$ cat src/rtl/fifo_level_if.sv
// Push/pop valid-grant handshake bundle for fifo_level.
// slave is the FIFO side, master is the producer/consumer side.
interface fifo_level_if #(
  parameter int DATA_WIDTH = 8
);
  logic                  push_valid_i;
  logic [DATA_WIDTH-1:0] push_data_i;
  logic                  push_grant_o;
  logic                  pop_valid_o;
  logic [DATA_WIDTH-1:0] pop_data_o;
  logic                  pop_grant_i;

  modport master (
    output push_valid_i,
    output push_data_i,
    output pop_grant_i,
    input  push_grant_o,
    input  pop_valid_o,
    input  pop_data_o
  );

  modport slave (
    input  push_valid_i,
    input  push_data_i,
    input  pop_grant_i,
    output push_grant_o,
    output pop_valid_o,
    output pop_data_o
  );
endinterface

$ cat src/rtl/fifo_level.sv
// Any-depth valid/grant FIFO with level, almost flags, flush, sticky underflow.
// Define FIFO_LEVEL_BYPASS_EN for zero-latency fall-through when empty.
module fifo_level #(
  parameter int DATA_WIDTH = 8,
  parameter int DEPTH      = 4,
  parameter int AF_THRESH  = DEPTH - 1,
  parameter int AE_THRESH  = 1
) (
  input  logic                       clk,
  input  logic                       reset_n,
  input  logic                       flush_i,
  fifo_level_if.slave                fif,
  output logic [$clog2(DEPTH+1)-1:0] level_o,
  output logic                       almost_full_o,
  output logic                       almost_empty_o,
  output logic                       underflow_o
);
  localparam int LW = $clog2(DEPTH + 1);
  localparam int PW = $clog2(DEPTH);

  logic [DATA_WIDTH-1:0] mem [DEPTH];
  logic [PW-1:0]         rd_ptr;
  logic [PW-1:0]         wr_ptr;
  logic [LW-1:0]         level;
  logic                  full;
  logic                  empty;
  logic                  push_fire;
  logic                  pop_fire;
  logic                  pass;
  logic                  wr_en;
  logic                  rd_en;

  function automatic logic [PW-1:0] nxt(input logic [PW-1:0] p);
    return (p == PW'(DEPTH - 1)) ? '0 : p + 1'b1;
  endfunction

  assign full  = (level == LW'(DEPTH));
  assign empty = (level == '0);

  assign fif.push_grant_o = !full && !flush_i;

`ifdef FIFO_LEVEL_BYPASS_EN
  // Empty FIFO falls through; a taken word never touches storage.
  assign pass = empty && !flush_i
             && fif.push_valid_i && fif.pop_grant_i;

  always_comb begin
    fif.pop_valid_o = 1'b0;
    fif.pop_data_o  = '0;
    if (!flush_i) begin
      if (empty) begin
        fif.pop_valid_o = fif.push_valid_i;
        if (fif.push_valid_i)
          fif.pop_data_o = fif.push_data_i;
      end else begin
        fif.pop_valid_o = 1'b1;
        fif.pop_data_o  = mem[rd_ptr];
      end
    end
  end
`else
  assign pass = 1'b0;

  always_comb begin
    fif.pop_valid_o = !empty && !flush_i;
    fif.pop_data_o  = '0;
    if (fif.pop_valid_o)
      fif.pop_data_o = mem[rd_ptr];
  end
`endif

  assign push_fire = fif.push_valid_i && fif.push_grant_o;
  assign pop_fire  = fif.pop_valid_o && fif.pop_grant_i;
  assign wr_en     = push_fire && !pass;
  assign rd_en     = pop_fire && !pass;

  always_ff @(posedge clk) begin
    if (wr_en)
      mem[wr_ptr] <= fif.push_data_i;
  end

  always_ff @(posedge clk or negedge reset_n) begin
    if (!reset_n) begin
      rd_ptr <= '0;
      wr_ptr <= '0;
      level  <= '0;
    end else if (flush_i) begin
      rd_ptr <= '0;
      wr_ptr <= '0;
      level  <= '0;
    end else begin
      if (wr_en)
        wr_ptr <= nxt(wr_ptr);
      if (rd_en)
        rd_ptr <= nxt(rd_ptr);
      unique case (1'b1)
        wr_en && !rd_en: level <= level + 1'b1;
        rd_en && !wr_en: level <= level - 1'b1;
        default:         level <= level;
      endcase
    end
  end

  always_ff @(posedge clk or negedge reset_n) begin
    if (!reset_n)
      underflow_o <= 1'b0;
    else if (fif.pop_grant_i && !fif.pop_valid_o)
      underflow_o <= 1'b1;
  end

  assign level_o        = level;
  assign almost_full_o  = (level >= LW'(AF_THRESH));
  assign almost_empty_o = (level <= LW'(AE_THRESH));
endmodule

$ cat src/flat_wrapper.sv
// flat-port wrapper written by rule: the top's interface ports become plain ports
module fifo_level_flat 
#(
  parameter int DATA_WIDTH = 8,
  parameter int DEPTH      = 4,
  parameter int AF_THRESH  = DEPTH - 1,
  parameter int AE_THRESH  = 1
)
  (clk, reset_n, flush_i, level_o, almost_full_o, almost_empty_o, underflow_o, fif_push_valid_i, fif_push_data_i, fif_pop_grant_i, fif_push_grant_o, fif_pop_valid_o, fif_pop_data_o);
  fifo_level_if #(.DATA_WIDTH(DATA_WIDTH)) fif_i ();
  input  logic clk;
  input  logic reset_n;
  input  logic flush_i;
  output logic [$clog2(DEPTH+1)-1:0] level_o;
  output logic almost_full_o;
  output logic almost_empty_o;
  output logic underflow_o;
  input wire logic [$bits(fif_i.push_valid_i)-1:0] fif_push_valid_i;
  input wire logic [$bits(fif_i.push_data_i)-1:0] fif_push_data_i;
  input wire logic [$bits(fif_i.pop_grant_i)-1:0] fif_pop_grant_i;
  output wire logic [$bits(fif_i.push_grant_o)-1:0] fif_push_grant_o;
  output wire logic [$bits(fif_i.pop_valid_o)-1:0] fif_pop_valid_o;
  output wire logic [$bits(fif_i.pop_data_o)-1:0] fif_pop_data_o;
  assign fif_i.push_valid_i = fif_push_valid_i;
  assign fif_i.push_data_i = fif_push_data_i;
  assign fif_i.pop_grant_i = fif_pop_grant_i;
  assign fif_push_grant_o = fif_i.push_grant_o;
  assign fif_pop_valid_o = fif_i.pop_valid_o;
  assign fif_pop_data_o = fif_i.pop_data_o;
  fifo_level #(.DATA_WIDTH(DATA_WIDTH), .DEPTH(DEPTH), .AF_THRESH(AF_THRESH), .AE_THRESH(AE_THRESH)) u_core (.clk(clk), .reset_n(reset_n), .flush_i(flush_i), .fif(fif_i), .level_o(level_o), .almost_full_o(almost_full_o), .almost_empty_o(almost_empty_o), .underflow_o(underflow_o));
endmodule
$ cat config.mk
export PLATFORM = sky130hd
export DESIGN_NAME = fifo_level_flat
export DESIGN_NICKNAME = d
export VERILOG_FILES = /design/src/rtl/fifo_level_if.sv /design/src/rtl/fifo_level.sv /design/src/flat_wrapper.sv
export SDC_FILE = /design/constraint.sdc
export NUM_CORES = 1
export LEC_CHECK = 0
export ABC_AREA = 1
export CAP_MARGIN = 10
export CORE_MARGIN = 8
export CORE_UTILIZATION = 50
export DETAILED_ROUTE_END_ITERATION = 6
export PLACE_DENSITY = 0.74
export SLEW_MARGIN = 30
export SYNTH_ARGS = -nofsm -noshare
export SYNTH_HDL_FRONTEND = slang
export SYNTH_SLANG_ARGS = --single-unit
$ cat constraint.sdc
create_clock -name clk -period 3.88 [get_ports clk]
set_clock_uncertainty 0.15 [all_clocks]
set_input_delay 1.164 -clock clk [delete_from_list [all_inputs] [get_ports clk]]
set_output_delay 1.164 -clock clk [all_outputs]
set_load 0.01 [all_outputs]
==> results of run 1 <==
[final cells by class]
class	count	share of cell area
clock buffer	5	0.02932
clock inverter	3	0.01599
inverter	19	0.03145
multi-input combinational	111	0.2585
sequential	40	0.4947
tap	48	0.02559
timing repair buffer	37	0.1445
[layer usage]
| metal | wire, um | GRT usage | share of wire | vias to the layer above |
|---|---|---|---|---|
| met5 | 0 | 0 | 0 | - |
| met1 | 1536 | 0.1483 | 0.40 | 625 |
| met3 | 263 | 0.04429 | 0.069 | 5 |
| met2 | 1972 | 0.2319 | 0.51 | 31 |
| li1 | - | - | - | 664 |
| met4 | 61 | 0.05849 | 0.016 | 0 |
[layout by cell type, fill, tap and decap left out, drive strengths merged]
cell type      instances
ha                    10
o21bai                 1
nand2                 21
clkinv                 3
nand3                  5
clkdlybuf4s50         21
bufinv                 1
edfxtp                32
clkbuf                 5
o21a                   1
xnor2                  1
dlygate4sd2            7
nand4                  1
o21ai                 21
dfrtp                  8
inv                   18
nor2                  38
buf                    9
a21oi                 12
[stage by stage]
stage	instance area, um^2	hold WS [ns]	util	std cells	total power, mW
after floorplan	1861	0.3634	-	174	0.7732
after detailed placement	2250	0.3414	0.6191	255	0.9537
after CTS	2347	0.3581	0.6460	263	1.259
final	2347	0.3521	0.6460	263	1.248
after global placement	2250	0.3100	0.6191	255	0.9344
after global routing	2347	0.3772	0.6460	263	1.324
[kinds of logic after synthesis]
kind of cell / count (synthesis) / synth area share
AO/OA/AOI/OAI: 35 / 0.1009
XOR/XNOR: 1 / 0.004708
adder cells (fa/ha/maj): 10 / 0.06725
buffers and inverters: 23 / 0.04976
flip-flops: 40 / 0.6241
AND/OR/NAND/NOR: 65 / 0.1533
[final timing paths]
kind / slack, ns / cells past startpoint / endpoint / startpoint
worst max-delay path: 0.04 / 5 / fif_pop_data_o[5] / flush_i
worst min register to register: 0.35 / 1 / u_core.underflow_o / u_core.underflow_o
min in group asynchronous: 1.02 / 1 / u_core.wr_ptr[0] / reset_n
worst min-delay path: 0.35 / 1 / u_core.underflow_o / u_core.underflow_o
max in group asynchronous: 2.27 / 1 / u_core.rd_ptr[0] / reset_n
worst max register to register: 1.98 / 6 / u_core.mem[0][4] / u_core.level_o[0]
[flip-flops by register name, summed over array words and instances, names as in the netlist]
name                cells
u_core.underflow_o      1
u_core.rd_ptr           2
u_core.wr_ptr           2
u_core.mem             32
u_core.level_o          3
[worst max-delay path, stage by stage]
cell             delay [ns]
clkdlybuf4s50_1        0.44
inv_2                  0.07
nand2_1                0.10
a21oi_1                0.18
clkdlybuf4s50_1        0.57
[power by group through the flow]
stage               clock network [mW]  logic (mW)  registers [mW]
CTS                              0.327       0.389           0.543
detailed placement                   0       0.401           0.552
finish                           0.319       0.386           0.543
global placement                     0       0.385           0.549
global route                     0.341       0.434           0.549
floorplan                            0       0.253           0.520
==> flow_summary.ini, run 1 <==
[timing]
worst_pin_slew_ns = 0.6474
setup_slack_ns = 0.04206
totalNegativeSetupSlack_ns = 0
slew_headroom = 0.5684
fmax_mhz = 260.6
finalCriticalPeriod_ns = 3.838
rsz0062_at_grt = false
post-route-period-util = 0.9892
slew_viol_final = 0
setup_viol = 0
hold_viol = 0

[synthesis]
syn_area_per_cell_um2 = 10.69
synthArstFlopShare = 0.2000
synth_common_cells = 38 x nor2_1, 32 x edfxtp_1, 19 x nand2_1
synth_enable_flop_cells = 32
yosys.area.top_type = edfxtp_1
yosys-top-cells-area = edfxtp_1 52%, dfrtp_1 11%, nor2_1 7.7%
syn-cell-area_um2 = 1861
yosysWarnings = 0
synth-seq-area-share = 0.6241
synth_top_area_share = 0.5165
synth_cell_types = 24
ys_ff_latch = 40
synth_nets = 197
synth_ff_type = edfxtp_1
synth_most_common_cell = nor2_1
syn_inst = 174

[power]
ir_drop_mv = 0.2655
power_frac_clock = 0.255
power_density_nw_per_um2 = 531.9
p_comb_frac = 0.310
seq_power_share = 0.435
p_sw_frac = 0.3174
intPower_mw = 0.8521
p_switching_mw = 0.3963
p_leak_nw = 0.9640

[grt]
grt_max_degree = 21
grt_antenna_before_repair = 0
grt.total_usage = 0.1349
grt_pass1_wl_um = 6306
grt_pass1_vias = 1317
grt-ovfl-total = 0

[cells_and_area]
fin_nets = 237
seqCellArea_um2 = 1161
post_route_cells_drive_above_1_share = 0.1302
multiInputGateArea_um2 = 606.8
diodes = 0
synthToLayoutAreaGrowth_pct = 26.16
fillerInstances = 295

[setup_path]
crit_required_ns = 2.57
crit_path_start_kind = input pin
crit_fanout = 3
endpoint_kind = output port
critical_path_class = in -> out
cp.arrival_ns = 2.52

[floorplan]
initial_core_util = 0.5121
die_w_um = 77
ioPinCount = 29
core_um2 = 3633
floorplan.die_area_um2 = 5929
die_height_um = 77
core.rowCount = 22

[placed_design]
portBuffers = 28
hpwlAfterDp_um = 2806
globalplace.congestion = 0.8407
dp_worst_setup_slack_ns = -0.07737

[min_path]
hp-class = reg -> reg

[detailed_routing]
vias = 1325
route.detailed.drc = 0
drt-vias-per-instance = 5.038
firstDrtPassIters = 4
ant_nets = 0
routed_wl_um = 3834
wire_per_inst_um = 14.58
first_iter_violations = 92

[clocking]
clockBufferDepth = 2
root_buffer = clkbuf_8
clk_latency_ns = 0.29
cts_buffers = 5
h-tree-depth = 2
cts_tree = done
post_cts.repair.setup_buffers = 0
cts.sinks = 40
cts.clk_slew.worst_paths_ns = 0.07
cts.repair.resized = 7
ctsHoldBuffers = 0

[status]
status = finished, final reports clean

[job]
maxCapViolCount = 0
No activity file was read; power rests on OpenSTA's default activity.
==> run 2, diff against run 1 <==
--- a/config.mk
+++ b/config.mk
@@ -10,7 +10,7 @@
 export CORE_MARGIN = 8
 export CORE_UTILIZATION = 50
 export DETAILED_ROUTE_END_ITERATION = 6
-export PLACE_DENSITY = 0.74
+export PLACE_DENSITY = 0.75
 export SLEW_MARGIN = 30
 export SYNTH_ARGS = -nofsm -noshare
 export SYNTH_HDL_FRONTEND = slang
==> run 2 against run 1 <==
Critical path depth is 1 higher. Critical path type unchanged. Highest routed layer unchanged. Setup slack better by 0.028 ns. Via count is 1.1% higher.
==> flow_summary.ini, run 2 (same netlist as run 1, synthesis figures left out) <==
[status]
status = finished, final reports clean

[detailed_routing]
first_iter_violations = 100
firstDrtPassIters = 4
wl_met1_um = 1606
route.detailed.drc = 0
drt-vias-per-instance = 5.130
wl_met2_um = 2134
vias = 1339
dr.max_layer_used = met4
met3_length_um = 197
wire_per_inst_um = 15.17
ant_nets = 0
routed_wl_um = 3960

[floorplan]
initial_core_util = 0.5121
core_um2 = 3633
ioPinCount = 29
core.rowCount = 22
die_w_um = 77
floorplan.die_area_um2 = 5929
die_height_um = 77

[clocking]
h-tree-depth = 2
cts.sinks = 40
cts.clk_slew.worst_paths_ns = 0.07
clockBufferDepth = 2
cts_tree = done
clk_latency_ns = 0.28
ctsHoldBuffers = 0
cts_buffers = 5
root_buffer = clkbuf_8

[power]
p_leak_nw = 1.048
ir_drop_mv = 0.2755
power_density_nw_per_um2 = 509.5

[timing]
setup_viol = 0
worst_pin_slew_ns = 0.6209
finalCriticalPeriod_ns = 3.810
rsz0062_at_grt = false
slew_viol_final = 0
setup_slack_ns = 0.07028
hold_viol = 0
hold_slack_ns = 0.3239
post-route-period-util = 0.9819
slew_headroom = 0.5861
fmax_mhz = 262.5

[setup_path]
reg2regPathDepth = 6
cp.arrival_ns = 2.50
rr_endpoint = u_core.mem[1][6]
crit_required_ns = 2.57
r2r-start = u_core.level_o[0]
critical_path_class = in -> out
rrSetupSlack_ns = 1.94
crit_path_start_kind = input pin
crit_fanout = 7
endpoint_kind = output port

[placed_design]
hpwlAfterDp_um = 2765
portBuffers = 28
dp_worst_setup_slack_ns = -0.1035
globalplace.congestion = 0.8168

[min_path]
min-delay-start = u_core.underflow_o
min_to = u_core.underflow_o
hold_path_depth = 1
hp-class = reg -> reg

[grt]
grt_pass1_wl_um = 6451
grt_antenna_before_repair = 0
grt.total_usage = 0.1354
grt-ovfl-total = 0
grt_pass1_vias = 1334
grt_max_degree = 21

[cells_and_area]
final_common_cell = nor2_1
post_route_cells_drive_above_1_share = 0.1315
regMostFlops = u_core.mem
diodes = 0
fin_nets = 235
final_cell_mix = 38 x nor2_1, 32 x edfxtp_1, 20 x clkdlybuf4s50_1, 18 x nand2_1
synthToLayoutAreaGrowth_pct = 25.89
largest_reg_flops = 32

[job]
maxCapViolCount = 0
## run 2: cell types whose count changed in the layout (fill, tap and decap cells not counted), moves of 2 or more
cell            delta
dlygate4sd2_1      -7
buf_4              -2
dlymetal6s2s_1     +8
clkinv_1           -2
## run 2: repair_timing
action / in CTS / in global routing
endpoints found under the setup margin: 8 / 8
setup buffers: 0 / 0
hold endpoints to repair: 0 / 0
resized for setup: 1 / 8
pin swaps: 0 / 0
## run 2: how the worst max path moves through the flow
stage / cells past startpoint / start / endpoint / slack, ns
CTS: 5 / flush_i / fif_pop_data_o[7] / 0.02
global placement: 5 / flush_i / fif_pop_data_o[3] / -0.07
global route: 6 / flush_i / fif_push_grant_o / 0.04
finish: 6 / flush_i / fif_push_grant_o / 0.07
detailed placement: 5 / flush_i / fif_pop_data_o[7] / -0.10
floorplan: 3 / flush_i / fif_pop_data_o[0] / 0.89
## run 2: final cells by class
type                            count  area [um^2]
Clock buffer                        6        72.57
Clock inverter                      2        12.51
Fill cell                         286         1291
Inverter                           19        73.82
Multi-Input combinational cell    111        609.3
Sequential cell                    40         1161
Tap cell                           48        60.06
Timing Repair Buffer               35        352.8
## run 2: power breakdown
| part | internal [mW] | switching (mW) |
|---|---|---|
| sequential | 0.491 | 0.0504 |
| clock | 0.125 | 0.136 |
| combinational | 0.175 | 0.216 |
## run 2: critical path: stages
cell and delay [ns]:
clkdlybuf4s50_1 0.43, inv_2 0.08, buf_4 0.16, nand2_1 0.06
inv_1 0.05, clkdlybuf4s50_1 0.54
## run 2: layer usage
| metal | vias up | track usage |
|---|---|---|
| met4 | 0 | 0.03962 |
| met1 | 649 | 0.1498 |
| met2 | 30 | 0.2430 |
| met3 | 2 | 0.04079 |
| li1 | 658 | - |
| met5 | - | 0 |
## run 2: metrics by stage
| step | TNS, ns | total power [mW] | cells | area [um^2] | utilization |
|---|---|---|---|---|---|
| floorplan | 0 | 0.7732 | 174 | 1861 | - |
| global placement | -0.5174 | 0.9253 | 253 | 2235 | 0.6150 |
| detailed placement | -0.7132 | 0.9463 | 253 | 2235 | 0.6150 |
| CTS | 0 | 1.213 | 261 | 2322 | 0.6391 |
| global route | 0 | 1.277 | 261 | 2342 | 0.6446 |
| finish | 0 | 1.193 | 261 | 2342 | 0.6446 |
==> run 3, diff against run 2 <==
==> constraint.sdc (replaced) <==
create_clock -name clk -period 3.88 [get_ports clk]
set_clock_uncertainty 0.15 [all_clocks]
set_input_delay 0.582 -clock clk [delete_from_list [all_inputs] [get_ports clk]]
set_output_delay 0.582 -clock clk [all_outputs]
set_load 0.01 [all_outputs]
==> run 3 against run 2 <==
Critical path depth is 1 lower. Critical path type unchanged. Largest power group unchanged. Final cell count is 2.7% lower. Setup slack better by 0.79 ns. Highest routed layer unchanged.
==> flow_summary.ini, run 3 (same netlist as run 1, synthesis figures left out) <==
[status]
status = finished, final reports clean

[power]
ir_drop_mv = 0.3236
power_density_nw_per_um2 = 523.2
p_leak_nw = 0.8791

[floorplan]
die_height_um = 77
floorplan.die_area_um2 = 5929
ioPinCount = 29
die_w_um = 77
core.rowCount = 22
initial_core_util = 0.5121
core_um2 = 3633

[clocking]
clk_latency_ns = 0.29
cts_buffers = 5
root_buffer = clkbuf_8
cts.repair.resized = 0
ctsHoldBuffers = 0
cts.sinks = 40
h-tree-depth = 2
post_cts.repair.setup_buffers = 0
clockBufferDepth = 2
cts_tree = done
cts.clk_slew.worst_paths_ns = 0.07

[cells_and_area]
fin_cells = 254
synthToLayoutAreaGrowth_pct = 21.65
diodes = 0
regMostFlops = u_core.mem
fin_nets = 228
final_common_cell = nor2_1
largest_reg_flops = 32
final_cell_mix = 38 x nor2_1, 32 x edfxtp_1, 28 x clkdlybuf4s50_1, 19 x nand2_1
final_area_um2 = 2263
post_route_cells_drive_above_1_share = 0.09223

[timing]
worst_pin_slew_ns = 0.8364
hold_viol = 0
totalNegativeSetupSlack_ns = 0
rsz0062_at_grt = false
slew_viol_final = 0
post-route-period-util = 0.7791
setup_viol = 0
hold_slack_ns = 0.3340
finalCriticalPeriod_ns = 3.023
slew_headroom = 0.4403
fmax_mhz = 330.8

[min_path]
min-delay-start = u_core.underflow_o
hp-class = reg -> reg

[detailed_routing]
routed_wl_um = 3827
drt-vias-per-instance = 5.063
first_iter_violations = 53
wire_per_inst_um = 15.07
firstDrtPassIters = 4
vias = 1286
route.detailed.drc = 0
ant_nets = 0

[setup_path]
crit_path_max_incr_delay_ns = 0.56
r2r-start = u_core.level_o[0]
critical_path_class = in -> out
cp.arrival_ns = 2.29
worst-path-buf-inv = 3
worstPathCellList = clkdlybuf4s50_1 -> inv_2 -> nand2_1 -> a21oi_1 -> clkdlybuf4s50_1
crit_required_ns = 3.15
crit_fanout = 8
crit_family = buffers and inverters
crit_path_start_kind = input pin
endpoint_kind = output port
startpoint = flush_i
worst_path_max_delay_cell = clkdlybuf4s50_1
crit_path_frequent_cell = clkdlybuf4s50_1

[placed_design]
portBuffers = 28
globalplace.congestion = 0.8041
hpwlAfterDp_um = 2675
dp.cells = 246
placed_area_um2 = 2182

[grt]
grt_pass1_vias = 1354
grt.total_usage = 0.1333
grt-ovfl-total = 0
grt_pass1_wl_um = 6258
grt_max_degree = 21
grt_antenna_before_repair = 0

[job]
maxCapViolCount = 0
[run 3: worst paths after layout]
check,end,slack [ns],cells after the start
max,fif_pop_data_o[6],0.86,5
min reg2reg,u_core.underflow_o,0.33,1
max reg2reg,u_core.mem[3][6],1.58,5
min in group asynchronous,u_core.underflow_o,0.43,1
max in group asynchronous,u_core.level_o[2],2.88,1
min,u_core.underflow_o,0.33,1
[run 3: area by class of cell]
type,count,area [um^2]
fillers,308,1370
flip-flops and latches,40,1161
multi-input cells,111,606.8
repair buffers,28,280.3
clock buffers,7,76.32
inverters,19,73.82
well taps,48,60.06
clock inverters,1,5.005
[run 3: worst reg2reg max path, cell delays in order (launching register included)]
cell,delay (ns)
dfrtp_1,0.42
inv_1,0.13
ha_1,0.26
nand2_1,0.13
nand3_4,0.16
nor2_1,0.68
[run 3: per-stage QoR]
stage	total power, mW	setup slack [ns]	utilization
2_1_floorplan	0.7732	1.904	-
3_5_place_dp	0.9341	0.8281	0.6006
4_1_cts	1.196	0.8277	0.6229
3_3_place_gp	0.9167	0.9306	0.6006
5_1_grt	1.259	0.7404	0.6229
6_report	1.184	0.8570	0.6229
[run 3: where the power goes]
group	switching (mW)	internal, mW	total [mW]
registers	0.0510	0.492	0.543
logic	0.207	0.173	0.380
clock network	0.135	0.126	0.262
[run 3: routing by layer]
layer / global-route usage / up-vias / wire length (um)
met2: 0.2387 / 25 / 2053
li1: - / 641 / -
met5: 0 / - / 0
met1: 0.1451 / 615 / 1562
met3: 0.03030 / 5 / 154
met4: 0.06226 / 0 / 56
